`src/rtl/add_seq_arb.sv`:
```
// Round-robin two-port sequencer for the shared 4-bit pipelined-carry adder.
// Define ADD_SEQ_SUB_EN to enable A-B (two's complement) requests.
module add_seq_arb #(
    parameter int unsigned NIBBLES = 4,
    parameter int unsigned SETTLE  = 3
) (
    input  logic                 clk,
    input  logic                 rst,
    input  logic                 req0_valid,
    input  logic                 req1_valid,
    output logic                 req0_ready,
    output logic                 req1_ready,
    input  logic [4*NIBBLES-1:0] req0_a,
    input  logic [4*NIBBLES-1:0] req0_b,
    input  logic [4*NIBBLES-1:0] req1_a,
    input  logic [4*NIBBLES-1:0] req1_b,
    input  logic                 req0_sub,
    input  logic                 req1_sub,
    output logic [3:0]           add_a,
    output logic [3:0]           add_b,
    output logic                 add_cin,
    input  logic [3:0]           add_sum,
    input  logic                 add_cout,
    output logic                 resp_valid,
    input  logic                 resp_ready,
    output logic [4*NIBBLES-1:0] resp_sum,
    output logic                 resp_cout,
    output logic                 resp_id
);

    localparam int unsigned W  = 4 * NIBBLES;
    localparam int unsigned IW = (NIBBLES > 1) ? $clog2(NIBBLES) : 1;
    localparam int unsigned CW = (SETTLE > 1) ? $clog2(SETTLE) : 1;

    typedef enum logic [1:0] {StIdle, StRun, StCapt, StDone} state_e;

    state_e        state;
    logic [IW-1:0] idx;
    logic [CW-1:0] cnt;
    logic          carry;
    logic          last_grant;
    logic          id;
    logic [W-1:0]  a_sh;
    logic [W-1:0]  b_sh;
    logic [W-1:0]  result;

    logic          grant_valid;
    logic          grant_id;
    logic [W-1:0]  sel_a;
    logic [W-1:0]  sel_b;
    logic [3:0]    first_b;
    logic [3:0]    next_b;
    logic          first_cin;

    assign grant_valid = req0_valid | req1_valid;
    // On a tie the requester that did not win last time gets the grant.
    assign grant_id    = (req0_valid & req1_valid) ? ~last_grant : req1_valid;
    assign sel_a       = grant_id ? req1_a : req0_a;
    assign sel_b       = grant_id ? req1_b : req0_b;
    assign req0_ready  = !rst && (state == StIdle) && grant_valid && !grant_id;
    assign req1_ready  = !rst && (state == StIdle) && grant_valid && grant_id;

`ifdef ADD_SEQ_SUB_EN
    logic sub_q;
    logic sel_sub;

    assign sel_sub   = grant_id ? req1_sub : req0_sub;
    assign first_b   = sel_b[3:0] ^ {4{sel_sub}};
    assign first_cin = sel_sub;
    assign next_b    = b_sh[3:0] ^ {4{sub_q}};

    always_ff @(posedge clk) begin
        if (rst) begin
            sub_q <= 1'b0;
        end else if (state == StIdle && grant_valid) begin
            sub_q <= sel_sub;
        end
    end
`else
    logic unused_sub;

    assign unused_sub = req0_sub ^ req1_sub;
    assign first_b    = sel_b[3:0];
    assign first_cin  = 1'b0;
    assign next_b     = b_sh[3:0];
`endif

    assign resp_sum  = result;
    assign resp_cout = carry;
    assign resp_id   = id;

    // Operands are consumed low nibble first from shift registers; the result fills from the top.
    always_ff @(posedge clk) begin
        if (rst) begin
            state      <= StIdle;
            idx        <= '0;
            cnt        <= '0;
            carry      <= 1'b0;
            last_grant <= 1'b1;
            id         <= 1'b0;
            a_sh       <= '0;
            b_sh       <= '0;
            result     <= '0;
            add_a      <= 4'h0;
            add_b      <= 4'h0;
            add_cin    <= 1'b0;
            resp_valid <= 1'b0;
        end else begin
            unique case (state)
                StIdle: begin
                    if (grant_valid) begin
                        a_sh       <= sel_a >> 4;
                        b_sh       <= sel_b >> 4;
                        add_a      <= sel_a[3:0];
                        add_b      <= first_b;
                        add_cin    <= first_cin;
                        carry      <= first_cin;
                        id         <= grant_id;
                        last_grant <= grant_id;
                        idx        <= '0;
                        cnt        <= '0;
                        state      <= StRun;
                    end
                end
                StRun: begin
                    cnt <= cnt + 1'b1;
                    if (cnt == CW'(SETTLE - 1)) begin
                        state <= StCapt;
                    end
                end
                StCapt: begin
                    result <= (result >> 4) | (W'(add_sum) << (W - 4));
                    carry  <= add_cout;
                    cnt    <= '0;
                    if (idx == IW'(NIBBLES - 1)) begin
                        add_a      <= 4'h0;
                        add_b      <= 4'h0;
                        add_cin    <= 1'b0;
                        resp_valid <= 1'b1;
                        state      <= StDone;
                    end else begin
                        idx     <= idx + 1'b1;
                        add_a   <= a_sh[3:0];
                        add_b   <= next_b;
                        add_cin <= add_cout;
                        a_sh    <= a_sh >> 4;
                        b_sh    <= b_sh >> 4;
                        state   <= StRun;
                    end
                end
                StDone: begin
                    if (resp_ready) begin
                        resp_valid <= 1'b0;
                        state      <= StIdle;
                    end
                end
            endcase
        end
    end

endmodule

```
`config.mk`:
```
export PLATFORM = sky130hd
export DESIGN_NAME = add_seq_arb
export DESIGN_NICKNAME = d
export VERILOG_FILES = /design/src/rtl/add_seq_arb.sv
export SDC_FILE = /design/constraint.sdc
export NUM_CORES = 1
export LEC_CHECK = 0
export ABC_AREA = 1
export CORE_ASPECT_RATIO = 0.9
export CORE_MARGIN = 5
export CORE_UTILIZATION = 43
export CTS_BUF_LIST = sky130_fd_sc_hd__clkbuf_4 sky130_fd_sc_hd__clkbuf_8
export CTS_CLUSTER_DIAMETER = 120
export CTS_CLUSTER_SIZE = 12
export DETAILED_ROUTE_END_ITERATION = 10
export HOLD_SLACK_MARGIN = 0.02
export PLACE_DENSITY_LB_ADDON = 0.2
export SETUP_SLACK_MARGIN = 0.3
export SYNTH_ARGS = -nofsm -noshare
export SYNTH_HDL_FRONTEND = slang
export SYNTH_SLANG_ARGS = --single-unit
export TNS_END_PERCENT = 100
```
`constraint.sdc`:
```
create_clock -name clk -period 1.3 [get_ports clk]
set_input_delay 0.195 -clock clk [delete_from_list [all_inputs] [get_ports clk]]
set_output_delay 0.195 -clock clk [all_outputs]
set_load 0.03 [all_outputs]
```
### Yosys cells after proc, flatten, opt, wreduce, memory -nomap -nowiden

Index checks and enable logic that the tools add are counted.

| storage, ports and cells | value |
|---|---|
| output and inout port bits | 30 |
| bits in registers | 67 |
| word-level logic and storage cells | 76 |
| input bits | 76 |

| cells by class | value |
|---|---|
| equality and inequality tests | 10 |
| add/subtract/negate cells | 2 |
| bitwise gates (word level) | 4 |
| multiplexer cells | 31 |
| reductions and logical operators | 16 |

Operators with widths:

| cell | number |
|---|---|
| 16-bit 2-to-1 mux | 6 |
| 16-bit case mux with 2 select lines | 2 |
| 4-bit 2-to-1 mux | 4 |
| 12-bit by 16-bit bitwise OR with 16-bit output | 1 |
| 4-bit case mux with 2 select lines | 2 |
| 2-bit 2-to-1 mux | 6 |
| 2-bit inequality test (second input constant) | 5 |
| 3-bit AND reduction | 3 |
| 2-bit == test (second input constant) | 4 |
| 2-bit case mux with 4 select lines | 1 |
| 1-bit case mux with 2 select lines | 3 |
| 2-bit case mux with 3 select lines | 1 |
| 2-bit AND reduction | 3 |
| 1-bit 2-to-1 mux | 5 |
| 2-bit by 1-bit adder with 2-bit output (second input constant) | 2 |
| 1-bit logical AND | 4 |
| 2-bit case mux with 2 select lines | 1 |
| 2-bit nonzero test | 2 |
| 3-bit nonzero test | 1 |
| 2-bit by 1-bit == test with 1-bit output (second input constant) | 1 |
| 1-bit logical NOT | 2 |
| 2-bit logical NOT | 1 |
| 1-bit bitwise AND | 1 |
| 1-bit inverter | 1 |
| 1-bit bitwise OR | 1 |

### Longest topological paths before layout

| logic depth | value |
|---|---|
| word-level depth | 5 |
| gate-level depth with buffers | 8 |
| mapped depth without buffers | 8 |

### Worst setup path after synthesis

Ideal clock, no wire load.

| timing | value |
|---|---|
| path type | register to output |
| from | register state[1] |
| to | output req0_ready |
| setup slack | -0.423 ns |
| data required time | 1.105 ns |
| stages on the path, launching flop included | 6 |
| arrival time | 1.528 ns |
| buffers on the path | 2 |
| cells stage by stage | dfxtp_1 -> buf_6 -> nor2_2 -> nand2_2 -> buf_4 -> nor3_1 |

| between the ends | value |
|---|---|
| cells in the longest elaborated chain, start to end | 4 |

RTL lines:

| item | RTL line | source |
|---|---|---|
| from (decl) | 37 | `state_e state;` |
| from (signal assigned) | 95 | `state <= StIdle;` |
| from (signal assigned) | 122 | `state <= StRun;` |
| from (signal assigned) | 128 | `state <= StCapt;` |
| 2-bit logical NOT | 60 | `assign req0_ready = !rst && (state == StIdle) && grant_valid && !grant_id;` |
| 1-bit logical AND (3 in series) | 60 |  |
| to (decl) | 11 | `output logic req0_ready,` |

Every way passes these cells.

### Worst setup path after layout

| timing | value |
|---|---|
| from | register state[0] |
| to | output req0_ready |

Same word-level chain as after synthesis.

==> summary.md <==
| Metric | Value |
|---|---|
| Status | `complete, but fails checks` |
| Failing checks | `setup timing` |
| Initial DRC Count | `306` |
| Number of hold buffers added after CTS | `0` |
| Required time worst endpoint | `around 1.1 ns` |
| Avg Inst Size Synth | `6.55 sq um` |
| Clock sink total | `a little under 60` |
| Layout cells sized above 1 | `between 30% and 40%` |
| Yosys reg bits | `59` |
| Maxcap violations | `0` |
| Area after DPL | `about 4600 sq um` |
| Non-filler cells, final | `around 760` |
| Synth top area share | `about 36%` |
| Diodes inserted | `0` |
| Initial antenna violation count | `0` |
| Final period util | `115%` |
| Critical path class | `register to output port` |
| Die area | `about 9400 sq um` |
| Unrepaired setup endpoints after global routing | `true` |
| Area grow syn2layout | `86.5%` |
| Largest net degree at the start of global routing | `45` |
| Htree depth | `3` |
| Pwr/cell area | `2170 nW/um^2` |
| Via/cell ratio | `between 5 and 6` |
| Drt wl/cell | `around 20 um` |
| Num CTS Buffers | `9` |
| Max incr delay on CP | `approximately 0.36 ns` |
| Post-synth EDFFs | `0` |
| DIE HEIGHT | `between 90 and 100 um` |
| Root buffer cell | `clkbuf_8` |
| Mapped cell area | `~3300 sq um` |
| Post-DRT Antenna Nets | `0` |
| Maximum fanout along the worst path | `3` |
| Power, Total | `~13000 uW` |
| Final hold vios | `0` |
| GRT Total Usage | `approximately 22%` |
| I/O Buffers | `a little over 100` |
| Max-slew violations | `0` |
| Cell family with most CP delay | `simple AND/OR/NAND/NOR gates` |
| Ys Warns | `0` |
| CTS tree | `done` |
| Synth unique cells | `21` |
| # fillers | `roughly 430` |
| Worst skew pair latency | `~0.36 ns` |
| Area of the multi-input gates | `2250 sq um` |
| Peak Freq | `~670 MHz` |
| Worst-margin pin slew | `just under 0.4 ns` |
| Critical-path cell list | `nor2_4 -> nand2_4 -> nor3_4 -> buf_6` |
| DP Cell Count | `around 700` |
| Clk slew on worst S/H paths | `around 0.090 ns` |
| Slowest CP cell | `dfxtp_4` |
| Most numerous cell in the Yosys netlist | `nand2_1` |
| Synth top area cells | `dfxtp_1, nand3b_1, nand2_1, nor2_1, a21oi_1` |
| Startpoint Class | `register` |
| Reg area | `between 1000 and 1500 sq um` |
| Syn_nets | `577` |
| Relative slew slack | `74.2%` |
| Syn Inst Count | `499` |
| Most used DFF post-synth | `dfxtp_1` |
| Total negative slack | `-3.43 ns` |
| RePlAce Congestion | `between 0.7 and 0.8` |
| Routed via count | `4261` |
| Area leader, netlist | `dfxtp_1` |
| Final setup viols | `50` |
| Commonest cells in the netlist | `nand2_1, nor2_1, dfxtp_1` |
| Critical path arrival | `approximately 1.3 ns` |
| FFs w/ async S/R, synth | `0%` |
| CP bufs+invs | `1` |
| Vias in the first global route | `roughly 3700` |
| Post-placement setup slack | `-0.296 ns` |
| Final min period | `between 1 and 1.5 ns` |
| Final wirelength | `around 15000 um` |
| Final Cell Area | `6100 sq um` |
| Pleak | `approximately 0.0028 uW` |
| Final Worst Setup Slack | `-0.193 ns` |
| Hold Path Class | `primary input to register` |
| Final net count | `about 740` |
| Total congestion overflow | `0` |
| Hpwl dp | `between 6000 and 7000 um` |
| Maximum buffer depth of the clock tree | `2` |
| Core box area | `around 7500 sq um` |
| DRC errors left | `0` |
| Crit. End Element | `output port` |
| Pre-Repair DR Iteration Count | `7` |
| Sequential-to-total area share from yosys stat | `between 30% and 40%` |
| Row Count | `30` |
| Maximum VDD drop | `approximately 0.0015 V` |
| DIE WIDTH | `roughly 100 um` |
| Top Ports | `between 100 and 150` |
| Initial Util | `a little over two fifths` |
| First-pass GRT wire length | `between 15000 and 20000 um` |
| Clock skew | `between 0.015 and 0.02 ns` |
-- registers in the layout (all words and copies together) (netlist names) --
name and count:
a_sh 12, add_b 4, add_a 4, resp_cout 1, resp_id 1, resp_valid 1, last_grant 1, cnt 2
b_sh 12, state 2, add_cin 1, resp_sum 16, idx 2
-- stage by stage --
stage | utilization, % | hold slack [ns]
after detailed placement | 61.4 | 0.452
after global routing | 81.6 | 0.493
after floorplan | - | 0.342
final | 81.6 | 0.472
after global placement | 61.4 | 0.443
after CTS | 71.2 | 0.413
-- final timing paths --
check        slack, ns  startpoint  cells past startpoint            to
min reg2reg       0.48   resp_cout                      2     resp_cout
max reg2reg      -0.17    state[1]                      8   resp_sum[4]
max              -0.19    state[0]                      4    req0_ready
min               0.47  add_sum[1]                      3  resp_sum[13]
-- layout by cell type, fill, tap and decap left out, types with 5 or more instances in the layout --
cell             instances
dfxtp_1                 27
dfxtp_4                  7
nor2_2                  14
buf_4                   33
buf_12                  17
nor2_1                  50
nand3b_1                48
a21oi_1                 26
o21ai_2                 14
nand2_1                 78
clkbuf_16                5
nand3_1                 39
nand2_2                  6
nand2_4                 10
nor2_4                  20
nand2_8                  6
a21oi_2                 21
inv_1                   55
clkbuf_8                 9
buf_6                   42
nand3_2                  7
dfxtp_2                 25
clkdlybuf4s50_1         71
-- cells by family after synthesis --
| kind of cell | count (synthesis) | synth area share [%] |
|---|---|---|
| compound gates | 68 | 10.4 |
| flops | 59 | 36.1 |
| simple gates | 276 | 40.1 |
| fa+ha+maj | 2 | 0.765 |
| buf+inv | 94 | 12.6 |
-- routing by layer --
metal	vias to the layer above	global-route usage, %	share of wire (%)
li1	1916	-	-
met1	2009	28.1	36
met2	274	37.6	50
met3	62	5.95	8.9
met4	0	6.01	4.6
met5	-	0	0
-- where the power goes --
group	internal (uW)	total (uW)	switching, uW
sequential	2550	3030	480
clock	721	1640	919
combinational	4000	8570	4570
total	7270	13200	5970
-- layout make-up --
class / instances / share of cell area (%)
clock buffer: 9 / 2.03
clock inverter: 7 / 0.985
inverter: 61 / 4.29
multi-input combinational: 351 / 36.9
sequential: 59 / 20.3
tap: 96 / 1.97
timing repair buffer: 176 / 33.5
-- repair_timing --
item                                    4_1_cts  5_1_grt
endpoints found under the setup margin       89       89
gates cloned                                  6        8
setup buffers                                18       21
resized for setup                           295      114
pin swaps                                    14       32
-- worst reg2reg max path, delay by kind of cell (launching register included) --
family,cells,cell delay [ns]
buf+inv,5,0.63
simple gates,3,0.36
flops,1,0.38
Power figures use the tool's default switching activity.
